==> src/rtl/led_pwm_ctrl_if.sv <==
// Peripheral bus bundle for led_pwm_ctrl.
//
// Handshake: wen and ren are single-cycle strobes with no backpressure.
// A strobe high at a rising clk edge is accepted on that edge: wen commits
// wdata to the register at addr, ren loads rdata with the value the register
// held before the edge. rdata is registered and holds until the next ren.
// wen and ren may be high together; the read then returns the old value.
interface led_pwm_ctrl_if;
   logic        wen;
   logic        ren;
   logic [2:0]  addr;
   logic [31:0] wdata;
   logic [31:0] rdata;

   modport master (output wen, ren, addr, wdata, input rdata);
   modport slave  (input wen, ren, addr, wdata, output rdata);
endinterface

==> src/rtl/led_pwm_ctrl.sv <==
// Bus-mapped LED controller: a DATA pattern gated by static, blink or PWM
// mode. A free-running PWM counter and a programmable blink divider run
// continuously; the selected gate is registered into the led outputs.
module led_pwm_ctrl #(
   parameter int N_LED    = 24,
   parameter int PWM_BITS = 8,
   parameter int DIV_W    = 24
) (
   input  logic              clk,
   input  logic              rst_n,
   led_pwm_ctrl_if.slave     bus,
   output logic [N_LED-1:0]  led
);

   localparam logic [2:0] ADDR_DATA   = 3'd0;
   localparam logic [2:0] ADDR_MODE   = 3'd1;
   localparam logic [2:0] ADDR_DUTY   = 3'd2;
   localparam logic [2:0] ADDR_PERIOD = 3'd3;
   localparam logic [2:0] ADDR_STATUS = 3'd4;

   localparam logic [1:0] MODE_BLINK = 2'd1;
   localparam logic [1:0] MODE_PWM   = 2'd2;

   localparam logic [PWM_BITS-1:0] PCNT_ONE = 1;
   localparam logic [DIV_W-1:0]    BCNT_ONE = 1;

   logic [N_LED-1:0]    data_r;
   logic [1:0]          mode_r;
   logic [PWM_BITS-1:0] duty_r;
   logic [DIV_W-1:0]    period_r;
   logic [PWM_BITS-1:0] pcnt;
   logic [DIV_W-1:0]    bcnt;
   logic                phase;
   logic                pwm_on;
   logic                gate;
   logic [31:0]         rd_mux;
   logic                wr_data, wr_mode, wr_duty, wr_period;

   // Only the low wdata bits are stored; the rest are deliberately dropped.
   logic unused_wdata;
   assign unused_wdata = ^bus.wdata;

   assign wr_data   = bus.wen && (bus.addr == ADDR_DATA);
   assign wr_mode   = bus.wen && (bus.addr == ADDR_MODE);
   assign wr_duty   = bus.wen && (bus.addr == ADDR_DUTY);
   assign wr_period = bus.wen && (bus.addr == ADDR_PERIOD);

   // Software-visible configuration registers.
   always_ff @(posedge clk or negedge rst_n) begin
      if (!rst_n) begin
         data_r   <= '0;
         mode_r   <= '0;
         duty_r   <= '0;
         period_r <= '0;
      end else begin
         if (wr_data)   data_r   <= bus.wdata[N_LED-1:0];
         if (wr_mode)   mode_r   <= bus.wdata[1:0];
         if (wr_duty)   duty_r   <= bus.wdata[PWM_BITS-1:0];
         if (wr_period) period_r <= bus.wdata[DIV_W-1:0];
      end
   end

   // Free-running PWM counter, runs in every mode and wraps naturally.
   always_ff @(posedge clk or negedge rst_n) begin
      if (!rst_n) pcnt <= '0;
      else        pcnt <= pcnt + PCNT_ONE;
   end

   // Blink divider: a PERIOD write restarts in the on phase; PERIOD 0 holds on.
   always_ff @(posedge clk or negedge rst_n) begin
      if (!rst_n) begin
         bcnt  <= '0;
         phase <= 1'b1;
      end else if (wr_period || (period_r == '0)) begin
         bcnt  <= '0;
         phase <= 1'b1;
      end else if (bcnt == period_r - BCNT_ONE) begin
         bcnt  <= '0;
         phase <= ~phase;
      end else begin
         bcnt  <= bcnt + BCNT_ONE;
      end
   end

   // Gate select from the current mode; mode 3 falls back to static.
   always_comb begin
      pwm_on = (pcnt < duty_r);
      gate   = 1'b1;
      case (mode_r)
         MODE_BLINK: gate = phase;
         MODE_PWM:   gate = pwm_on;
         default:    gate = 1'b1;
      endcase
   end

   // LED drive registered one cycle behind the gate.
   always_ff @(posedge clk or negedge rst_n) begin
      if (!rst_n) led <= '0;
      else        led <= data_r & {N_LED{gate}};
   end

   // Read mux over pre-edge register values; unmapped bits and offsets read 0.
   always_comb begin
      rd_mux = '0;
      case (bus.addr)
         ADDR_DATA:   rd_mux[N_LED-1:0]    = data_r;
         ADDR_MODE:   rd_mux[1:0]          = mode_r;
         ADDR_DUTY:   rd_mux[PWM_BITS-1:0] = duty_r;
         ADDR_PERIOD: rd_mux[DIV_W-1:0]    = period_r;
         ADDR_STATUS: begin
            rd_mux[0]            = phase;
            rd_mux[PWM_BITS+7:8] = pcnt;
         end
         default:     rd_mux = '0;
      endcase
   end

   // Registered read data, held while ren is low.
   always_ff @(posedge clk or negedge rst_n) begin
      if (!rst_n)       bus.rdata <= '0;
      else if (bus.ren) bus.rdata <= rd_mux;
   end

endmodule
==> src/flat_wrapper.sv <==
// flat-port wrapper written by rule: the top's interface ports become plain ports
module led_pwm_ctrl_flat 
#(
   parameter int N_LED    = 24,
   parameter int PWM_BITS = 8,
   parameter int DIV_W    = 24
)
  (clk, rst_n, led, bus_wen, bus_ren, bus_addr, bus_wdata, bus_rdata);
  led_pwm_ctrl_if bus_i ();
  input  logic clk;
  input  logic rst_n;
  output logic [N_LED-1:0] led;
  input wire logic [$bits(bus_i.wen)-1:0] bus_wen;
  input wire logic [$bits(bus_i.ren)-1:0] bus_ren;
  input wire logic [$bits(bus_i.addr)-1:0] bus_addr;
  input wire logic [$bits(bus_i.wdata)-1:0] bus_wdata;
  output wire logic [$bits(bus_i.rdata)-1:0] bus_rdata;
  assign bus_i.wen = bus_wen;
  assign bus_i.ren = bus_ren;
  assign bus_i.addr = bus_addr;
  assign bus_i.wdata = bus_wdata;
  assign bus_rdata = bus_i.rdata;
  led_pwm_ctrl #(.N_LED(N_LED), .PWM_BITS(PWM_BITS), .DIV_W(DIV_W)) u_core (.clk(clk), .rst_n(rst_n), .bus(bus_i), .led(led));
endmodule
==> config.mk <==
export PLATFORM = sky130hd
export DESIGN_NAME = led_pwm_ctrl_flat
export DESIGN_NICKNAME = d
export VERILOG_FILES = /design/src/rtl/led_pwm_ctrl_if.sv /design/src/rtl/led_pwm_ctrl.sv /design/src/flat_wrapper.sv
export SDC_FILE = /design/constraint.sdc
export NUM_CORES = 1
export LEC_CHECK = 0
export ABC_AREA = 1
export CAP_MARGIN = 25
export CORE_MARGIN = 5
export CORE_UTILIZATION = 60
export DETAILED_ROUTE_END_ITERATION = 12
export GPL_ROUTABILITY_DRIVEN = 0
export MAX_ROUTING_LAYER = met4
export PLACE_DENSITY = 0.86
export SYNTH_ARGS = -nofsm -noshare
export SYNTH_HDL_FRONTEND = slang
export SYNTH_SLANG_ARGS = --single-unit
==> constraint.sdc <==
create_clock -name clk -period 4.7 [get_ports clk]
set_input_delay 0.94 -clock clk [delete_from_list [all_inputs] [get_ports clk]]
set_output_delay 0.94 -clock clk [all_outputs]
set_load 0.005 [all_outputs]
After elaboration in Yosys (flattened, before gate mapping)
Index checks and enable logic that the tools add are counted.
{"block": "totals", "reg_bits": 139, "latch_bits": 0, "ram_bits": 0, "rom_bits": 0, "inputBits": 39, "out_inout_bits": 56, "elab_cells": 40, "memories": 0}
{"block": "classes", "add_sub_neg": 3, "multipliers": 0, "div": 0, "magnitude_cmp": 1, "n_eq_ne": 7, "n_shift": 0, "mux": 10, "bitwise_logic": 2, "reduce_logical": 8}
{"operator": "2-to-1 mux 24 bit", "count": 2}
{"operator": "adder 24 x 1 -> 24 bit, second input constant", "count": 1}
{"operator": "AND 24 bit", "count": 1}
{"operator": "== test 24 bit", "count": 1}
{"operator": "logical NOT 24 bit", "count": 1}
{"operator": "case mux 8 bit (3 select lines)", "count": 1}
{"operator": "subtractor 24 x 1 -> 24 bit, second input constant", "count": 1}
{"operator": "case mux 6 bit (3 select lines)", "count": 1}
{"operator": "case mux 8 bit (2 select lines)", "count": 1}
{"operator": "adder 8 x 1 -> 8 bit, second input constant", "count": 1}
{"operator": "less-than comparator 8 bit", "count": 1}
{"operator": "== test 3 x 2 -> 1 bit, second input constant", "count": 2}
{"operator": "case mux 1 bit (5 select lines)", "count": 1}
{"operator": "logical AND 1 bit", "count": 4}
{"operator": "case mux 1 bit (4 select lines)", "count": 1}
{"operator": "== test 3 x 1 -> 1 bit, second input constant", "count": 1}
{"operator": "== test 3 bit, second input constant", "count": 1}
{"operator": "logical NOT 3 bit", "count": 1}
{"operator": "== test 2 x 1 -> 1 bit, second input constant", "count": 1}
{"operator": "== test 2 bit, second input constant", "count": 1}
{"operator": "2-to-1 mux 1 bit", "count": 2}
{"operator": "case mux 1 bit (2 select lines)", "count": 1}
{"operator": "nonzero test 2 bit", "count": 1}
{"operator": "logical OR 1 bit", "count": 1}
{"operator": "NOT 1 bit", "count": 1}

Longest topological paths before layout
Gate-level depths: netlist of run 1.
{"block": "logic_depth", "word_depth": 4, "depth_mapped": 16, "mapped_depth_nobuf": 16}

Worst setup path before layout of run 1
Ideal clock, no wire load.
{"block": "synth_timing", "path_kind": "in2reg", "startpoint": "input bus_addr[0]", "endpoint": "register u_core.period_r[10]", "setup_ps": 130, "t_arrival_ps": 2005, "required_ps": 4570, "slack_ps": 2565, "cell_stages": 7, "path_buffers": 2, "path_cell_list": "inv_1 nor3_1 nand2_1 clkbuf_1 clkbuf_1 nand2_1 o21ai_0"}
{"block": "synth_via", "elab_chain_cells": 2}
{"element": "start: declaration", "line_no": "flat_wrapper.sv:15", "source": "input wire logic [$bits(bus_i.addr)-1:0] bus_addr;"}
{"element": "== test 3 x 2 -> 1 bit", "line_no": "led_pwm_ctrl.sv:46", "source": "assign wr_period = bus.wen && (bus.addr == ADDR_PERIOD);"}
{"element": "logical AND 1 bit", "line_no": "led_pwm_ctrl.sv:46"}
{"element": "end signal: assignment", "line_no": "led_pwm_ctrl.sv:59", "source": "if (wr_period) period_r <= bus.wdata[DIV_W-1:0];"}
{"element": "end: declaration", "line_no": "led_pwm_ctrl.sv:30", "source": "logic [DIV_W-1:0] period_r;"}
Every way passes these cells.
A chain may end at the register's enable or synchronous reset.

Worst setup path after layout of run 1
{"block": "layout_timing", "startpoint": "input bus_addr[1]", "endpoint": "register u_core.bus.rdata[7]"}
{"block": "layout_via", "elab_chain_cells": 2, "word_cells_on_any_way": 4, "classes_between": "eq/ne: 2; mux: 1; reduce/logical: 1"}
{"element": "== test 3 x 2 -> 1 bit or logical NOT 3 bit (tied branches)", "line_no": "led_pwm_ctrl.sv:105", "source": "case (bus.addr)"}
{"element": "case mux 6 bit (3 select lines) *", "line_no": "led_pwm_ctrl.sv:105"}
{"element": "end signal: assignment", "line_no": "led_pwm_ctrl.sv:121", "source": "else if (bus.ren) bus.rdata <= rd_mux;"}
{"element": "end: declaration", "line_no": "led_pwm_ctrl_if.sv:16", "source": "modport slave (input wen, ren, addr, wdata, output rdata);"}
Every way passes the cells marked *; elsewhere a longest branch is shown, timed or not.

==> results.sh, run 1 <==
export IMPL_status="complete, no violations"
export IMPL_routedWlPerCell_um=16.3
export IMPL_cts_setup_buffers=0
export IMPL_crit_slowest_cell="clkdlybuf4s50_1"
export IMPL_synth_cell_type_count=40
export IMPL_drtAntennaViolNets=0
export IMPL_tns_ns=0
export IMPL_final_layout_size_suffix_gt1_share_pct=9.03
export IMPL_diodes=0
export IMPL_core_um2=11500
export IMPL_leakagePower_nw=3.98
export IMPL_min_path_type="in2async"
export IMPL_final_common_cell="nand2_1"
export IMPL_syn_area_um2=7040
export IMPL_die_x_um=118
export IMPL_cp_required_ns=4.97
export IMPL_fin_crit_ns=2.56
export IMPL_multi_input_area_um2=3000
export IMPL_rows=39
export IMPL_irDropWorstVdd_mv=0.454
export IMPL_grt_pass1_vias=5977
export IMPL_maxSlewHeadroom_pct=32.2
export IMPL_port_buffers=78
export IMPL_clk_latency_ns=0.43
export IMPL_cp_slowest_stage_delay_ns=0.50
export IMPL_grt_usage_pct=26.5
export IMPL_async_reset_ff_share_pct=100
export IMPL_cts_buffer_depth=2
export IMPL_cts_resized=0
export IMPL_nFillCells=795
export IMPL_antenna_found_initial=0
export IMPL_vias_per_cell=5.51
export IMPL_htree_num_levels=4
export IMPL_finalSetupViolCount=0
export IMPL_final_nets=968
export IMPL_cp_arrival_ns=2.83
export IMPL_path_cells="clkdlybuf4s50_1 -> nor2_1 -> inv_1 -> nor2_1 -> buf_4 -> inv_1 -> o22ai_1 -> o21ai_0 -> o21ai_0"
export IMPL_route_met3_wl_um=1250
export IMPL_fmaxAchievable_ghz=0.391
export IMPL_cts_tree="done"
export IMPL_regArea_um2=3480
export IMPL_final_cell_mix="nand2_1, dfrtp_1, inv_1"
export IMPL_cts_buffers=17
export IMPL_post_route_util_pct=73.8
export IMPL_drv_slew=0
export IMPL_cts_root_buf="clkbuf_16"
export IMPL_top_layer="met4"
export IMPL_die_area_um2=14000
export IMPL_clock_skew_ns=0.0103
export IMPL_holdWs_ns=0.488
export IMPL_cap_violations=0
export IMPL_rsz0062_at_grt="no"
export IMPL_worstSetupEndpointType="flip-flop"
export IMPL_cts_hold_buf=0
export IMPL_boundaryPins=95
export IMPL_final_setup_worst_slack_ns=2.14
export IMPL_min_period_over_period_pct=54.5
export IMPL_path_max_fanout=15
export IMPL_hold_viol_final=0
export IMPL_clkTransAtPathRegs_ns=0.06
export IMPL_dp_hpwl_um=11700
export IMPL_initial_utilization_pct=61.4
export IMPL_crit_type="in2reg"
export IMPL_synth_area_per_cell_um2=8.39
export IMPL_start_kind="input port"
export IMPL_yosys_warnings=0
export IMPL_wirelength_um=17500
export IMPL_grt_pass1_wl_um=29000
export IMPL_grt_max_degree=63
export IMPL_synth_edf_count=0
export IMPL_dp_slack_ns=1.76
export IMPL_worst_pin_slew_ns=1.01
export IMPL_ys_flop_type="dfrtp_1"
export IMPL_firstDrtPassIters=6
export IMPL_powerDensity_nw_per_um2=439
export IMPL_drc=0
export IMPL_first_iter_violations=736
export IMPL_num_vias=5913
export IMPL_netlist_instances=839
export IMPL_overflow=0
export IMPL_met1_length_um=7250
export IMPL_cts_sinks=139
export IMPL_synth_seq_area_share_pct=49.5
export IMPL_ys_ff_latch=139
export IMPL_die_h_um=118
export IMPL_wl_met2_um=8490
export IMPL_area_delta_synth_final_pct=20.4
==> power by group <==
part           internal (W)  leakage (nW)  total, W  switching [W]
Combinational      0.000394          1.94  0.000859       0.000465
Clock              0.000732         0.251   0.00129       0.000553
Sequential          0.00140          1.79   0.00158       0.000181
==> cell families (layout without fill, tap and decap cells) <==
logic type | after synthesis | count (layout) | synth area share (%)
flip-flops | 139 | 139 | 49.5
XOR/XNOR | 50 | 50 | 6.22
multiplexers | 13 | 13 | 2.08
other | 1 | 8 | 0.0533
AND/OR/NAND/NOR | 380 | 380 | 23.5
buffers and inverters | 141 | 225 | 8.32
adder cells (fa/ha/maj) | 12 | 12 | 2.13
AO/OA/AOI/OAI | 103 | 103 | 8.22
==> flip-flops by register name, summed over array words and instances, names as in the netlist <==
signal,cells
u_core.pcnt,8
u_core.led,24
u_core.data_r,24
u_core.bcnt,24
u_core.duty_r,8
u_core.period_r,24
u_core.phase,1
u_core.bus.rdata,24
u_core.mode_r,2
==> final timing paths <==
| kind | start | to | slack, ns | cells after the start |
|---|---|---|---|---|
| max | bus_addr[1] | u_core.bus.rdata[7]$_DFFE_PN0P_ | 2.14 | 9 |
| min | rst_n | u_core.data_r[5]$_DFFE_PN0P_ | 0.49 | 1 |
| max reg2reg | u_core.period_r[0]$_DFFE_PN0P_ | u_core.phase$_DFFE_PN1P_ | 2.22 | 16 |
| max in group asynchronous | rst_n | u_core.led[15]$_DFF_PN0_ | 3.29 | 2 |
| min reg2reg | u_core.duty_r[7]$_DFFE_PN0P_ | u_core.duty_r[7]$_DFFE_PN0P_ | 0.49 | 2 |
| min in group clk | u_core.duty_r[7]$_DFFE_PN0P_ | u_core.duty_r[7]$_DFFE_PN0P_ | 0.49 | 2 |
==> cell usage after synthesis, types with 12 or more instances <==
cell type	n	area, um2
xnor2_1	28	245
nand2_1	196	736
mux2_2	13	146
xor2_1	22	193
o21ai_0	71	355
clkbuf_1	18	67.6
ha_1	12	150
inv_1	107	402
nor2_2	16	100
nand3_1	30	150
dfrtp_1	138	3450
nor2_1	97	364
nand4_1	13	81.3
==> per-layer routing <==
| layer | vias up | global-route usage [%] |
|---|---|---|
| met5 | - | - |
| met4 | 0 | 10.8 |
| met3 | 53 | 6.59 |
| met2 | 244 | 41.8 |
| met1 | 2820 | 33.0 |
| li1 | 2796 | - |
==> final cells by class <==
| type | count | area share (%) |
|---|---|---|
| multi-input cells | 566 | 35.4 |
| clock buffers | 17 | 5.02 |
| repair buffers | 85 | 9.86 |
| well taps | 143 | 2.11 |
| clock inverters | 15 | 1.68 |
| inverters | 108 | 4.79 |
| flip-flops and latches | 139 | 41.1 |
==> per-stage QoR <==
| step | instances | area, um2 | total power, W |
|---|---|---|---|
| floorplan | 846 | 7060 | 0.00207 |
| global placement | 1041 | 7900 | 0.00239 |
| detailed placement | 1041 | 7900 | 0.00243 |
| CTS | 1073 | 8470 | 0.00372 |
| global route | 1073 | 8470 | 0.00392 |
| finish | 1073 | 8470 | 0.00372 |
==> critical path, delay by kind of cell <==
family | cells | cell delay (ns)
AOI/OAI and AO/OA | 3 | 0.55
and+or+nand+nor | 2 | 0.10
buffers and inverters | 4 | 1.22
(Power assumes the default switching activity.)
==> run 2, diff against run 1 <==
--- a/config.mk
+++ b/config.mk
@@ -8,11 +8,11 @@
 export ABC_AREA = 1
 export CAP_MARGIN = 25
 export CORE_MARGIN = 5
-export CORE_UTILIZATION = 60
+export CORE_UTILIZATION = 55
 export DETAILED_ROUTE_END_ITERATION = 12
 export GPL_ROUTABILITY_DRIVEN = 0
 export MAX_ROUTING_LAYER = met4
-export PLACE_DENSITY = 0.86
+export PLACE_DENSITY = 0.8
 export SYNTH_ARGS = -nofsm -noshare
 export SYNTH_HDL_FRONTEND = slang
 export SYNTH_SLANG_ARGS = --single-unit
==> constraint.sdc (replaced) <==
create_clock -name clk -period 2.7 [get_ports clk]
set_input_delay 0.54 -clock clk [delete_from_list [all_inputs] [get_ports clk]]
set_output_delay 0.54 -clock clk [all_outputs]
set_load 0.005 [all_outputs]
==> results.sh, run 2 (same netlist as run 1, synthesis figures left out) <==
export IMPL_first_iter_violations=536
export IMPL_hold_viol_final=0
export IMPL_clk_latency_ns=0.43
export IMPL_antenna_found_initial=0
export IMPL_die_x_um=123
export IMPL_worstSetupEndpointType="flip-flop"
export IMPL_grt_util_met1_pct=31.7
export IMPL_dp_hpwl_um=11900
export IMPL_placed_area_um2=7990
export IMPL_leakagePower_nw=4.05
export IMPL_grt_pass1_vias=5763
export IMPL_fin_area_um2=8590
export IMPL_met2_usage_pct=38.9
export IMPL_final_cell_mix="nand2_1, dfrtp_1, inv_1"
export IMPL_min_path_type="in2async"
export IMPL_rsz0062_at_grt="no"
export IMPL_fin_crit_ns=2.44
export IMPL_wirelength_um=16800
export IMPL_start_kind="flip-flop"
export IMPL_min_period_over_period_pct=90.2
export IMPL_cts_hold_buf=0
export IMPL_die_h_um=123
export IMPL_fmaxAchievable_ghz=0.411
export IMPL_initial_utilization_pct=56.0
export IMPL_use_met3_pct=5.90
export IMPL_cap_violations=0
export IMPL_drtAntennaViolNets=0
export IMPL_powerDensity_nw_per_um2=765
export IMPL_rows=41
export IMPL_final_nets=973
export IMPL_cts_setup_buffers=0
export IMPL_tns_ns=0
export IMPL_cp_required_ns=2.99
export IMPL_holdWs_ns=0.00812
export IMPL_final_common_cell="nand2_1"
export IMPL_core_um2=12600
export IMPL_diodes=0
export IMPL_grt_usage_pct=24.8
export IMPL_irDropWorstVdd_mv=0.456
export IMPL_worst_pin_slew_ns=0.594
export IMPL_finalSetupViolCount=0
export IMPL_drc=0
export IMPL_cts_tree="done"
export IMPL_routedWlPerCell_um=15.2
export IMPL_drv_slew=0
export IMPL_overflow=0
export IMPL_vias_per_cell=5.23
export IMPL_crit_type="reg2reg"
export IMPL_dp_slack_ns=0.250
export IMPL_boundaryPins=95
export IMPL_cts_buffer_depth=2
export IMPL_maxSlewHeadroom_pct=60.1
export IMPL_clkTransAtPathRegs_ns=0.06
export IMPL_busiest_layer="met2"
export IMPL_cp_arrival_ns=2.73
export IMPL_cts_sinks=139
export IMPL_final_setup_worst_slack_ns=0.264
export IMPL_num_vias=5795
export IMPL_status="complete, no violations"
export IMPL_cts_buffers=17
export IMPL_grt_pass1_wl_um=28100
export IMPL_die_area_um2=15200
export IMPL_cts_resized=0
export IMPL_final_layout_size_suffix_gt1_share_pct=9.52
export IMPL_path_max_fanout=24
export IMPL_htree_num_levels=4
export IMPL_clock_skew_ns=0.00831
export IMPL_firstDrtPassIters=5
export IMPL_area_delta_synth_final_pct=22.2
export IMPL_grt_max_degree=71
export IMPL_cts_root_buf="clkbuf_16"
export IMPL_port_buffers=78
-- run 2: cell types whose count changed in the layout (fill, tap and decap cells not counted), sizes merged --
| cell | before | now |
|---|---|---|
| buf | 8 | 13 |
| inv | 111 | 108 |
| clkinv | 3 | 4 |
| bufinv | 1 | 2 |
| clkinvlp | 8 | 4 |
| clkbuf | 17 | 22 |
-- run 2: power breakdown --
group          switching, W  total (W)  internal (W)
combinational      0.000794    0.00149      0.000696
sequential         0.000308    0.00274       0.00243
clock              0.000868    0.00234       0.00148
-- run 2: final timing paths --
path / end / depth (start not counted) / slack (ns) / start
setup / recovery: u_core.bcnt[20]$_DFF_PN0_ / 9 / 0.26 / u_core.period_r[0]$_DFFE_PN0P_
setup reg to reg: u_core.bcnt[20]$_DFF_PN0_ / 9 / 0.26 / u_core.period_r[0]$_DFFE_PN0P_
hold reg to reg: u_core.data_r[6]$_DFFE_PN0P_ / 2 / 0.48 / u_core.data_r[6]$_DFFE_PN0P_
min in group clk: u_core.data_r[6]$_DFFE_PN0P_ / 2 / 0.48 / u_core.data_r[6]$_DFFE_PN0P_
max in group asynchronous: u_core.phase$_DFFE_PN1P_ / 2 / 1.93 / rst_n
hold / removal: u_core.led[1]$_DFF_PN0_ / 1 / 0.008 / rst_n
-- run 2: final cells by class --
cell class	count	area [um2]
inverters	108	405
flip-flops and latches	139	3480
clock buffers	22	494
clock inverters	10	114
well taps	172	215
repair buffers	90	885
fillers	974	3970
multi-input cells	566	3000
-- run 2: routing by layer --
layer | part of all wire (%) | vias to the layer above
met5 | 0 | -
met4 | 2.3 | 0
met3 | 7.1 | 37
met2 | 49 | 195
met1 | 42 | 2756
li1 | - | 2807
-- run 2: per-stage QoR --
step / utilization, % / cells / total power [W]
floorplan: - / 846 / 0.00361
global placement: 63.5 / 1075 / 0.00419
detailed placement: 63.5 / 1075 / 0.00425
CTS: 68.4 / 1107 / 0.00661
global route: 68.4 / 1107 / 0.00696
finish: 68.4 / 1107 / 0.00657
-- run 2: critical path, stage by stage, from the launching register on --
cell	delay (ns)
dfrtp_1	0.45
inv_2	0.15
ha_1	0.24
nand2_2	0.12
nor2_4	0.24
nand3_1	0.12
o41ai_1	0.40
inv_1	0.19
nand2_4	0.30
nor2_1	0.09
==> run 3, diff against run 2 <==
--- a/config.mk
+++ b/config.mk
@@ -7,6 +7,7 @@
 export LEC_CHECK = 0
 export ABC_AREA = 1
 export CAP_MARGIN = 25
+export CORE_ASPECT_RATIO = 1.75
 export CORE_MARGIN = 5
 export CORE_UTILIZATION = 55
 export DETAILED_ROUTE_END_ITERATION = 12
==> results.sh, run 3 (same netlist as run 1, synthesis figures left out) <==
export IMPL_die_h_um=160
export IMPL_crit_type="reg2reg"
export IMPL_final_common_cell="nand2_1"
export IMPL_rsz0062_at_grt="no"
export IMPL_boundaryPins=95
export IMPL_cp_arrival_ns=2.78
export IMPL_rows=54
export IMPL_dp_hpwl_um=12300
export IMPL_maxSlewHeadroom_pct=56.9
export IMPL_irDropWorstVdd_mv=0.467
export IMPL_cts_hold_buf=0
export IMPL_drtAntennaViolNets=0
export IMPL_grt_max_degree=76
export IMPL_reg2reg_depth=15
export IMPL_firstDrtPassIters=5
export IMPL_leakagePower_nw=4.03
export IMPL_regArea_um2=3480
export IMPL_crit_path_end="u_core.bcnt[13]$_DFF_PN0_"
export IMPL_tns_ns=0
export IMPL_cts_setup_buffers=0
export IMPL_cap_violations=0
export IMPL_cp_required_ns=3.00
export IMPL_r2r_start="u_core.period_r[0]$_DFFE_PN0P_"
export IMPL_finalSetupViolCount=0
export IMPL_min_period_over_period_pct=92.0
export IMPL_num_vias=5803
export IMPL_multi_input_area_um2=3010
export IMPL_cts_sinks=139
export IMPL_wirelength_um=16900
export IMPL_cts_root_buf="clkbuf_16"
export IMPL_grt_pass1_wl_um=28500
export IMPL_htree_num_levels=4
export IMPL_path_max_fanout=24
export IMPL_area_delta_synth_final_pct=21.4
export IMPL_final_layout_size_suffix_gt1_share_pct=9.23
export IMPL_drv_slew=0
export IMPL_drc=0
export IMPL_cts_buffers=17
export IMPL_dpl_cell_count=1068
export IMPL_clock_skew_ns=0.0134
export IMPL_grt_usage_pct=24.6
export IMPL_min_path_type="in2async"
export IMPL_diodes=0
export IMPL_placed_area_um2=7960
export IMPL_nFillCells=971
export IMPL_start_kind="flip-flop"
export IMPL_fmaxAchievable_ghz=0.403
export IMPL_worst_pin_slew_ns=0.641
export IMPL_fin_area_um2=8540
export IMPL_first_iter_violations=301
export IMPL_routedWlPerCell_um=15.4
export IMPL_die_x_um=95.5
export IMPL_reg2reg_slack_ns=0.22
export IMPL_clk_latency_ns=0.42
export IMPL_status="complete, no violations"
export IMPL_core_um2=12500
export IMPL_post_route_util_pct=68.3
export IMPL_hold_viol_final=0
export IMPL_final_cells=1100
export IMPL_cp_startpoint="u_core.period_r[0]$_DFFE_PN0P_"
export IMPL_port_buffers=78
export IMPL_final_cell_mix="nand2_1, dfrtp_1, inv_1"
export IMPL_grt_pass1_vias=6005
export IMPL_final_nets=970
export IMPL_overflow=0
export IMPL_r2r_end="u_core.bcnt[13]$_DFF_PN0_"
export IMPL_worstSetupEndpointType="flip-flop"
export IMPL_clkTransAtPathRegs_ns=0.07
export IMPL_initial_utilization_pct=56.3
export IMPL_cts_tree="done"
export IMPL_powerDensity_nw_per_um2=758
export IMPL_vias_per_cell=5.28
export IMPL_cts_buffer_depth=2
export IMPL_die_area_um2=15200
export IMPL_fin_crit_ns=2.48
export IMPL_antenna_found_initial=0
## run 3: critical path: stages, from the launching register on
cell and delay (ns):
dfrtp_1 0.44, inv_2 0.16, ha_1 0.25, nand2_2 0.13, nor2_4 0.23, nand2_1 0.08, nand2_1 0.06, nand2_1 0.04
inv_1 0.04, nand2_1 0.04, nor2_1 0.10, nand2_1 0.06, nor2_1 0.22, nand3_2 0.20, nand2_8 0.21, nor2_1 0.07
## run 3: where the power goes
part           internal [W]  total (W)  switching (W)
combinational      0.000694    0.00149       0.000799
sequential          0.00243    0.00273       0.000303
clock               0.00131    0.00224       0.000937
total               0.00443    0.00647        0.00204
## run 3: routing by layer
| layer | up-vias | wire (um) | track usage (%) |
|---|---|---|---|
| li1 | 2796 | - | - |
| met1 | 2771 | 6510 | 27.2 |
| met2 | 186 | 9050 | 41.9 |
| met3 | 50 | 733 | 4.90 |
| met4 | 0 | 604 | 10.9 |
| met5 | - | 0 | - |
## run 3: timing repair
item                                    in CTS  in global routing
endpoints found under the setup margin       0                  6
gates resized for setup                      0                  1
endpoints found under the hold margin        0                  0
## run 3: final cells by class
type,instances,area share [%]
inverters,108,4.75
clock inverters,14,1.58
repair buffers,87,10.1
flip-flops and latches,139,40.7
multi-input cells,566,35.2
well taps,168,2.46
clock buffers,18,5.14
## run 3: metrics by stage
step	total power [W]	setup WS, ns	hold WS, ns
2_1_floorplan	0.00361	0.689	0.244
3_3_place_gp	0.00418	0.271	0.465
3_5_place_dp	0.00424	0.205	0.473
4_1_cts	0.00651	0.192	0.0368
5_1_grt	0.00685	0.0146	0.0593
6_report	0.00647	0.217	0.0175
## run 3: worst min path at each step
stage	from	end
detailed placement	u_core.duty_r[4]$_DFFE_PN0P_	u_core.duty_r[4]$_DFFE_PN0P_
floorplan	rst_n	u_core.bcnt[0]$_DFF_PN0_
global route	rst_n	u_core.bus.rdata[6]$_DFFE_PN0P_
CTS	rst_n	u_core.bus.rdata[6]$_DFFE_PN0P_
finish	rst_n	u_core.bus.rdata[6]$_DFFE_PN0P_
global placement	u_core.data_r[15]$_DFFE_PN0P_	u_core.data_r[15]$_DFFE_PN0P_
